File: config.mk
export PLATFORM = sky130hd
export DESIGN_NAME = pc_fetch_unit
export DESIGN_NICKNAME = d
export VERILOG_FILES = /design/src/rtl/pc_fetch_unit.sv
export SDC_FILE = /design/constraint.sdc
export NUM_CORES = 1
export LEC_CHECK = 0
export ABC_AREA = 1
export BUFFER_PORTS_ARGS = -buffer_cell sky130_fd_sc_hd__buf_2
export CAP_MARGIN = 25
export CORE_ASPECT_RATIO = 1.1
export CORE_MARGIN = 8
export CORE_UTILIZATION = 45
export DETAILED_ROUTE_END_ITERATION = 8
export HOLD_SLACK_MARGIN = 0.06
export PLACE_DENSITY_LB_ADDON = 0.05
export SLEW_MARGIN = 30
export SYNTH_ARGS = -nofsm -noshare
export SYNTH_HDL_FRONTEND = slang
export SYNTH_SLANG_ARGS = --single-unit
File: constraint.sdc
create_clock -name clk -period 5.82 [get_ports clk]
set_clock_uncertainty 0.15 [all_clocks]
set_input_delay 0.582 -clock clk [delete_from_list [all_inputs] [get_ports clk]]
set_output_delay 0.582 -clock clk [all_outputs]
set_load 0.02 [all_outputs]
File: src/rtl/pc_fetch_unit.sv
// Fetch-address generator with an in-order outstanding-fetch queue.
// Presents returned instructions to IF/ID with freeze and branch flush.
module pc_fetch_unit #(
  parameter int                ADDR_W    = 32,
  parameter logic [ADDR_W-1:0] RESET_VEC = {ADDR_W{1'b0}},
  parameter int                INC       = 4,
  parameter int                DEPTH     = 4
) (
  input  logic                     clk,
  input  logic                     reset,
  input  logic                     freeze,
  input  logic                     branch_taken,
  input  logic [ADDR_W-1:0]        branch_addr,
  output logic                     req_valid,
  output logic [ADDR_W-1:0]        req_addr,
  input  logic                     req_ready,
  input  logic                     rsp_valid,
  input  logic [31:0]              rsp_data,
  output logic                     if_valid,
  output logic [ADDR_W-1:0]        if_pc,
  output logic [31:0]              if_instr,
  output logic [ADDR_W-1:0]        pc_out,
  output logic [$clog2(DEPTH):0]   count
);

  localparam int PTR_W = $clog2(DEPTH);
  localparam int CNT_W = PTR_W + 1;
  localparam logic [PTR_W-1:0]  PTR_ONE = PTR_W'(1'b1);
  localparam logic [CNT_W-1:0]  CNT_ONE = CNT_W'(1'b1);
  localparam logic [CNT_W-1:0]  CNT_ZERO = {CNT_W{1'b0}};
  localparam logic [CNT_W-1:0]  DEPTH_C = CNT_W'(DEPTH);
  localparam logic [ADDR_W-1:0] INC_C = ADDR_W'(INC);

  logic [ADDR_W-1:0] pc_r;
  logic [ADDR_W-1:0] ent_pc_r    [DEPTH];
  logic [31:0]       ent_instr_r [DEPTH];
  logic [DEPTH-1:0]  filled_r;
  logic [DEPTH-1:0]  stale_r;
  logic [PTR_W-1:0]  push_ptr_r;
  logic [PTR_W-1:0]  fill_ptr_r;
  logic [PTR_W-1:0]  pop_ptr_r;
  logic [CNT_W-1:0]  count_r;
  logic [CNT_W-1:0]  pend_r;

  logic push_s;
  logic fill_s;
  logic pop_s;
  logic occupied_s;
  logic head_filled_s;
  logic head_stale_s;

  // Handshake, fill and pop decisions plus the head-of-queue presentation.
  always_comb begin
    occupied_s    = (count_r != CNT_ZERO);
    head_filled_s = filled_r[pop_ptr_r];
    head_stale_s  = stale_r[pop_ptr_r];
    req_valid     = (count_r < DEPTH_C);
    push_s        = req_valid && req_ready;
    // pend_r counts requested-but-unanswered entries; a response without one is dropped
    fill_s        = rsp_valid && (pend_r != CNT_ZERO);
    if_valid      = occupied_s && head_filled_s && !head_stale_s;
    pop_s         = occupied_s && head_filled_s && (head_stale_s || !freeze);
    if_pc         = ent_pc_r[pop_ptr_r];
    if_instr      = ent_instr_r[pop_ptr_r];
    req_addr      = pc_r;
    pc_out        = pc_r;
    count         = count_r;
  end

  // Fetch PC: redirect beats sequential advance.
  always_ff @(posedge clk or negedge reset) begin
    if (!reset) begin
      pc_r <= RESET_VEC;
    end else if (branch_taken) begin
      pc_r <= branch_addr;
    end else if (push_s) begin
      pc_r <= pc_r + INC_C;
    end else begin
      pc_r <= pc_r;
    end
  end

  // Queue pointers, occupancy and outstanding-response counters.
  always_ff @(posedge clk or negedge reset) begin
    if (!reset) begin
      push_ptr_r <= {PTR_W{1'b0}};
      fill_ptr_r <= {PTR_W{1'b0}};
      pop_ptr_r  <= {PTR_W{1'b0}};
      count_r    <= CNT_ZERO;
      pend_r     <= CNT_ZERO;
    end else begin
      if (push_s) push_ptr_r <= push_ptr_r + PTR_ONE;
      if (fill_s) fill_ptr_r <= fill_ptr_r + PTR_ONE;
      if (pop_s)  pop_ptr_r  <= pop_ptr_r + PTR_ONE;
      case ({push_s, pop_s})
        2'b10:   count_r <= count_r + CNT_ONE;
        2'b01:   count_r <= count_r - CNT_ONE;
        default: count_r <= count_r;
      endcase
      case ({push_s, fill_s})
        2'b10:   pend_r <= pend_r + CNT_ONE;
        2'b01:   pend_r <= pend_r - CNT_ONE;
        default: pend_r <= pend_r;
      endcase
    end
  end

  // Entry storage; a branch marks every slot stale, a fresh push inherits the branch flag.
  always_ff @(posedge clk or negedge reset) begin
    if (!reset) begin
      for (int i = 0; i < DEPTH; i++) begin
        ent_pc_r[i]    <= {ADDR_W{1'b0}};
        ent_instr_r[i] <= 32'h0000_0000;
        filled_r[i]    <= 1'b0;
        stale_r[i]     <= 1'b0;
      end
    end else begin
      for (int i = 0; i < DEPTH; i++) begin
        if (push_s && (push_ptr_r == PTR_W'(i))) begin
          ent_pc_r[i] <= pc_r;
          filled_r[i] <= 1'b0;
          stale_r[i]  <= branch_taken;
        end else begin
          if (fill_s && (fill_ptr_r == PTR_W'(i))) begin
            ent_instr_r[i] <= rsp_data;
            filled_r[i]    <= 1'b1;
          end
          if (branch_taken) stale_r[i] <= 1'b1;
        end
      end
    end
  end

endmodule

# [Word level (Yosys, flattened, before mapping)]
# Cells that the tools add are included.
# Widths: inputs -> output; s select.
[totals] register_bits=308 out_inout_bits=133 inputBits=70 wordCells=110
[classes] n_bitwise=5 eq_ne=10 n_reduce_logical=35 add_sub_neg=8 n_mux=27 order_cmp=3
[ops] cell="$mux 32" n=6
[ops] cell="$bmux 32 s2" n=2
[ops] cell="$add 32x3->32 const B" n=1
[ops] cell="$reduce_bool 2->1" n=11
[ops] cell="$mux 1" n=15
[ops] cell="$logic_and 1x1->1" n=13
[ops] cell="$eq 2x2->1 const B" n=6
[ops] cell="$pmux 3 s2" n=2
[ops] cell="$eq 2x1->1 const B" n=4
[ops] cell="$reduce_and 2->1" n=4
[ops] cell="$add 2x1->2 const B" n=3
[ops] cell="$add 3x1->3 const B" n=2
[ops] cell="$reduce_bool 3->1" n=2
[ops] cell="$sub 3x1->3 const B" n=2
[ops] cell="$bmux 1 s2" n=2
[ops] cell="$logic_not 2->1" n=2
[ops] cell="$not 1->1" n=4
[ops] cell="$ge 3x3->1 const B" n=1
[ops] cell="$lt 2x3->1 const B" n=1
[ops] cell="$lt 3x3->1 const B" n=1
[ops] cell="$not 2->3" n=1
[ops] cell="$logic_not 1->1" n=2
[ops] cell="$logic_or 1x1->1" n=1

# [Longest topological paths before layout]
[logic_depth] depth_word=6 mapped_depth=14 mapped_depth_nobuf=13

# [Worst setup path after synthesis]
# No wires, ideal clock.
[synth_timing] path_type="register to register" start="reg pop_ptr_r[0]" end="reg count_r[2] (netlist: count[2])" synth_period_minus_slack_ns=2.267 setup_slack_ns=3.553 path_stages_with_launch=14 arrival_ns=1.986 setup_time_ns=0.131 required_ns=5.539 path_cell_list="dfrtp_1 > buf_2 > buf_2 > nand2_1 > o211ai_1 > nand2_1 > nand3_1 > inv_1 > ha_1 > inv_1 > fa_1 > a21oi_1 > o21ai_0 > xor2_1"
[synth_via] elab_chain_len=6 elab_cells_between_ends=11 cone_classes="eq/ne: 2; mux: 5; reduce/logical: 4"
[synth_lines] element="from (decl)" line="41" source="logic [PTR_W-1:0] pop_ptr_r;"
[synth_lines] element="from (signal assigned)" line="88" source="pop_ptr_r <= {PTR_W{1'b0}};"
[synth_lines] element="from (signal assigned)" line="94" source="if (pop_s) pop_ptr_r <= pop_ptr_r + PTR_ONE;"
[synth_lines] element="$bmux 1 s2 (on tied branches)" line="55, 56"
[synth_lines] element="$mux 1 (on tied branches)" line="55, 56"
[synth_lines] element="$logic_and 1x1->1 / $logic_or 1x1->1 (equally long branches)" line="62" source="pop_s = occupied_s && head_filled_s && (head_stale_s || !freeze);"
[synth_lines] element="$logic_and 1x1->1 *" line="62"
[synth_lines] element="named net pop_s" line="47" source="logic pop_s;"
[synth_lines] element="$eq 2x1->1 / $eq 2x2->1 (equally long branches)" line="95" source="case ({push_s, pop_s})"
[synth_lines] element="$pmux 3 s2 / $reduce_bool 2->1 (equally long branches)"
[synth_lines] element="to (signal assigned)" line="96" source="2'b10: count_r <= count_r + CNT_ONE;"
[synth_lines] element="to (signal assigned)" line="97" source="2'b01: count_r <= count_r - CNT_ONE;"
[synth_lines] element="to (signal assigned)" line="98" source="default: count_r <= count_r;"
[synth_lines] element="to (decl)" line="42" source="logic [CNT_W-1:0] count_r;"
# Mark *: on every way through the listed nets, which the timed path passes. The rest lies on a longest branch. The select of a mux whose other input is x is not followed.
# A chain may end at the register's enable or synchronous reset.

# [Final worst setup path]
[layout_timing] start="reg pop_ptr_r[0]" end="out if_instr[14]"
[layout_via] elab_chain_len=4
[layout_lines] element="$not 2->3 (not written as such)" line="64" source="if_instr = ent_instr_r[pop_ptr_r];"
[layout_lines] element="$bmux 32 s2" line="64"
[layout_lines] element="$mux 32 (not written as such) (2 in a row)" line="64"
[layout_lines] element="to (decl)" line="21" source="output logic [31:0] if_instr,"
# No other way between the ends. The select of a mux whose other input is x is not followed.

==> summary.txt <==
Status
  • Outcome: finished, final reports clean

Place
  • Number of port buffers: approximately 200
  • Detailed Place HPWL: 25.8 mm
  • Routability cong.: 0.865

Worst setup path
  • Launch point of the worst reg-to-reg path: pop_ptr_r[0]$_DFFE_PN0P_
  • Crit path max-delay family: buffers and inverters
  • Critical Setup Path Class: reg -> out
  • WP data arrival: 3.21 ns
  • Worst Path Buf+Inv: 3
  • Slowest CP cell: inv_4
  • Crit path from: pop_ptr_r[0]$_DFFE_PN0P_
  • Critical-path cell list: inv_4 -> buf_4 -> o21ai_0 -> o22ai_1 -> buf_2
  • Critical path endpoint category: output port
  • Startpoint types: register
  • R2r worst-path depth: 13
  • Worst path depth: 5
  • Largest stage delay on the critical path: 0.79 ns
  • Critical Path RT: about 5 ns
  • Max Fanout on Critical Path: 91

Timing
  • Period utilization: 0.678
  • RSZ-0062 raised after global routing: false
  • Tmin final: 3.94 ns
  • Final Hold Fails: 0
  • Peak Freq: 254 MHz
  • Slew HR: 0.376
  • Final Max Tran Viols: 0
  • Worst Tran Pin Value: 0.935 ns
  • Final Setup Violations: 0
  • Setup_tns: 0 ns

Routing
  • Vias: 12400
  • DR DRC count: 0
  • Average wire per standard cell: about 18 µm
  • Final ANT Viol Nets: 0
  • Drt pass-1 iters: 7
  • Initial detailed-routing violation count: 914
  • Vias per cell: 5.14
  • DRT Wirelength: 42.1 mm

GRT
  • Final global-route overflow total: 0
  • First-pass GRT wire length: 68.0 mm
  • GRT Total Usage: 0.217
  • Vias in the first global route: 12500
  • Largest net degree at the start of global routing: about 140
  • Initial antenna violation count: 0

Power
  • Worst VDD drop: 0.204 mV
  • Leak Pwr: about 8.8 nW
  • P per Cell Area: 283 mW/mm²
  • Tot Pwr: between 4 and 5 mW

Yosys
  • Ys flop type: dfrtp_1
  • Gate Count Post-Synth: between 1500 and 2000
  • Yosys cell types: 28
  • Post-synth EDFFs: 0
  • Mapped Area: 0.0146 mm²
  • Syn nets: between 1500 and 2000
  • Synth async-reset ratio: 1.00
  • Synth Warn #: 0
  • Post-synthesis average cell area: approximately 8.0 µm²
  • Synth Register Bits: 308
  • Sequential cell area fraction in the yosys report: 0.529

Layout
  • Number of diodes: 0
  • Util after Layout: 0.519
  • Layout cells sized above 1: 0.147
  • Final nets: around 2000
  • Area delta synth->final: 14.5%

Floorplan
  • Die Area: roughly 0.038 mm²
  • Initial Util: 0.454
  • Chip height: slightly above 200 µm
  • Die X: 188 µm
  • Core ar.: between 0.03 and 0.04 mm²
  • IO Pins: just over 200
  • Rows: 69

Clocking
  • Clk Latency, worst-skew pair: 0.51 ns
  • Clock Sinks: 308
  • Post_cts resized: 0
  • Clock Pin Slew Worst Setup and Hold Paths: roughly 0.060 ns
  • CTS tree: done
  • Clock buffer depth: 3
  • CTS buffer count: 35
  • Max H-tree Level: 2
  • Root Driver: clkbuf_16

Flow run
  • Max_cap viols: 0

Worst hold path
  • Worst Hold Class: in -> reg
  • Worst Hold Path Cells: 3
  • Min-Delay Startpoint: branch_addr[1]
-- repair_timing --
| action | CTS | global route |
|---|---|---|
| hold endpoints to repair | 103 | 0 |
| buffers inserted | 0 | 0 |
| hold buffers | 1 | 0 |
-- worst paths after layout --
check | slack, ns | endpoint
setup / recovery | 1.88 | if_instr[14]
hold / removal | 0.13 | pc_out[1]$_DFFE_PN0P_
setup reg to reg | 2.28 | count[2]$_DFFE_PN0P_
hold reg to reg | 0.31 | ent_instr_r[79]$_DFFE_PN0P_
max in group asynchronous | 3.59 | ent_instr_r[4]$_DFFE_PN0P_
min in group asynchronous | 0.56 | ent_instr_r[57]$_DFFE_PN0P_
-- cell type report --
cell class                      count  area [µm²]
Clock buffer                       54        1080
Clock inverter                      9         100
Fill cell                        3200       15400
Inverter                           79         299
Multi-Input combinational cell   1309        5800
Sequential cell                   308        7710
Tap cell                          426         533
Timing Repair Buffer              217        1150
-- metal layers --
layer | share of wire | track usage | up-vias
met5 | 0 | 0 | -
met4 | 0.021 | 0.0636 | 0
met3 | 0.058 | 0.0390 | 57
met2 | 0.47 | 0.359 | 362
met1 | 0.45 | 0.288 | 5858
li1 | - | - | 6081
-- synth_stat cells, types with 2 or more instances --
cell type	n	area, µm²
nor2_4	4	45.0
buf_2	37	185
nand3_1	45	225
and2_1	2	12.5
buf_6	12	135
nand2_1	687	2580
o211ai_1	3	22.5
o22ai_1	64	400
ha_1	11	138
nand4_1	2	12.5
xor2_1	10	87.6
o21ai_0	290	1450
inv_1	73	274
a21oi_1	5	25.0
buf_4	32	240
xnor2_1	3	26.3
o221ai_1	2	17.5
inv_2	6	22.5
o21bai_1	4	30.0
clkbuf_1	52	195
fa_1	2	40.0
dfrtp_1	308	7710
buf_1	3	11.3
nor2_1	171	642
-- per-stage QoR --
step           hold slack [ns]  instances  instance area [µm²]  setup slack [ns]
2_1_floorplan            0.136       1832                14600              3.55
3_3_place_gp             0.298       2338                15500              2.34
3_5_place_dp             0.303       2338                15500              2.29
4_1_cts                  0.112       2402                16700              1.85
5_1_grt                  0.144       2402                16700              1.70
6_report                 0.128       2402                16700              1.88
-- tightest hold or removal path, delay by kind of cell --
family | cells | cell delay, ns
AOI/OAI and AO/OA | 1 | 0.06
buffers and inverters | 1 | 0.07
and+or+nand+nor | 1 | 0.04
-- cells by family after synthesis --
kind of cell | after synthesis | share of synthesized area
AO/OA/AOI/OAI | 370 | 0.136
XOR/XNOR | 13 | 0.00782
adder cells (fa/ha/maj) | 13 | 0.0122
buffers and inverters | 215 | 0.0730
flip-flops | 308 | 0.529
AND/OR/NAND/NOR | 913 | 0.242
-- sequential cells by signal, summed over array words and instances (netlist names) --
signal       flops
count            3
ent_instr_r    128
ent_pc_r       128
fill_ptr_r       2
filled_r         4
pc_out          32
pend_r           3
pop_ptr_r        2
push_ptr_r       2
stale_r          4
-- cell usage in the layout, fill, tap and decap left out, types with 3 or more instances in the layout --
cell type,n
nand2_2,5
nor2_4,4
dfrtp_1,306
nand2_1,683
xnor2_1,3
buf_4,13
o22ai_1,64
clkbuf_1,8
o211ai_1,3
a21oi_1,5
o21bai_1,4
buf_2,201
ha_1,11
xor2_1,10
o21ai_0,290
clkinv_2,5
clkbuf_16,37
nand3_1,45
clkbuf_8,9
inv_1,71
inv_2,7
nor2_1,171
-- report_power, final --
group	switching, mW	internal [mW]	total [mW]
clock network	0.886	1.37	2.25
logic	0.203	0.0722	0.275
registers	0.0374	2.16	2.20
total	1.13	3.60	4.73
(Power assumes the default switching activity.)
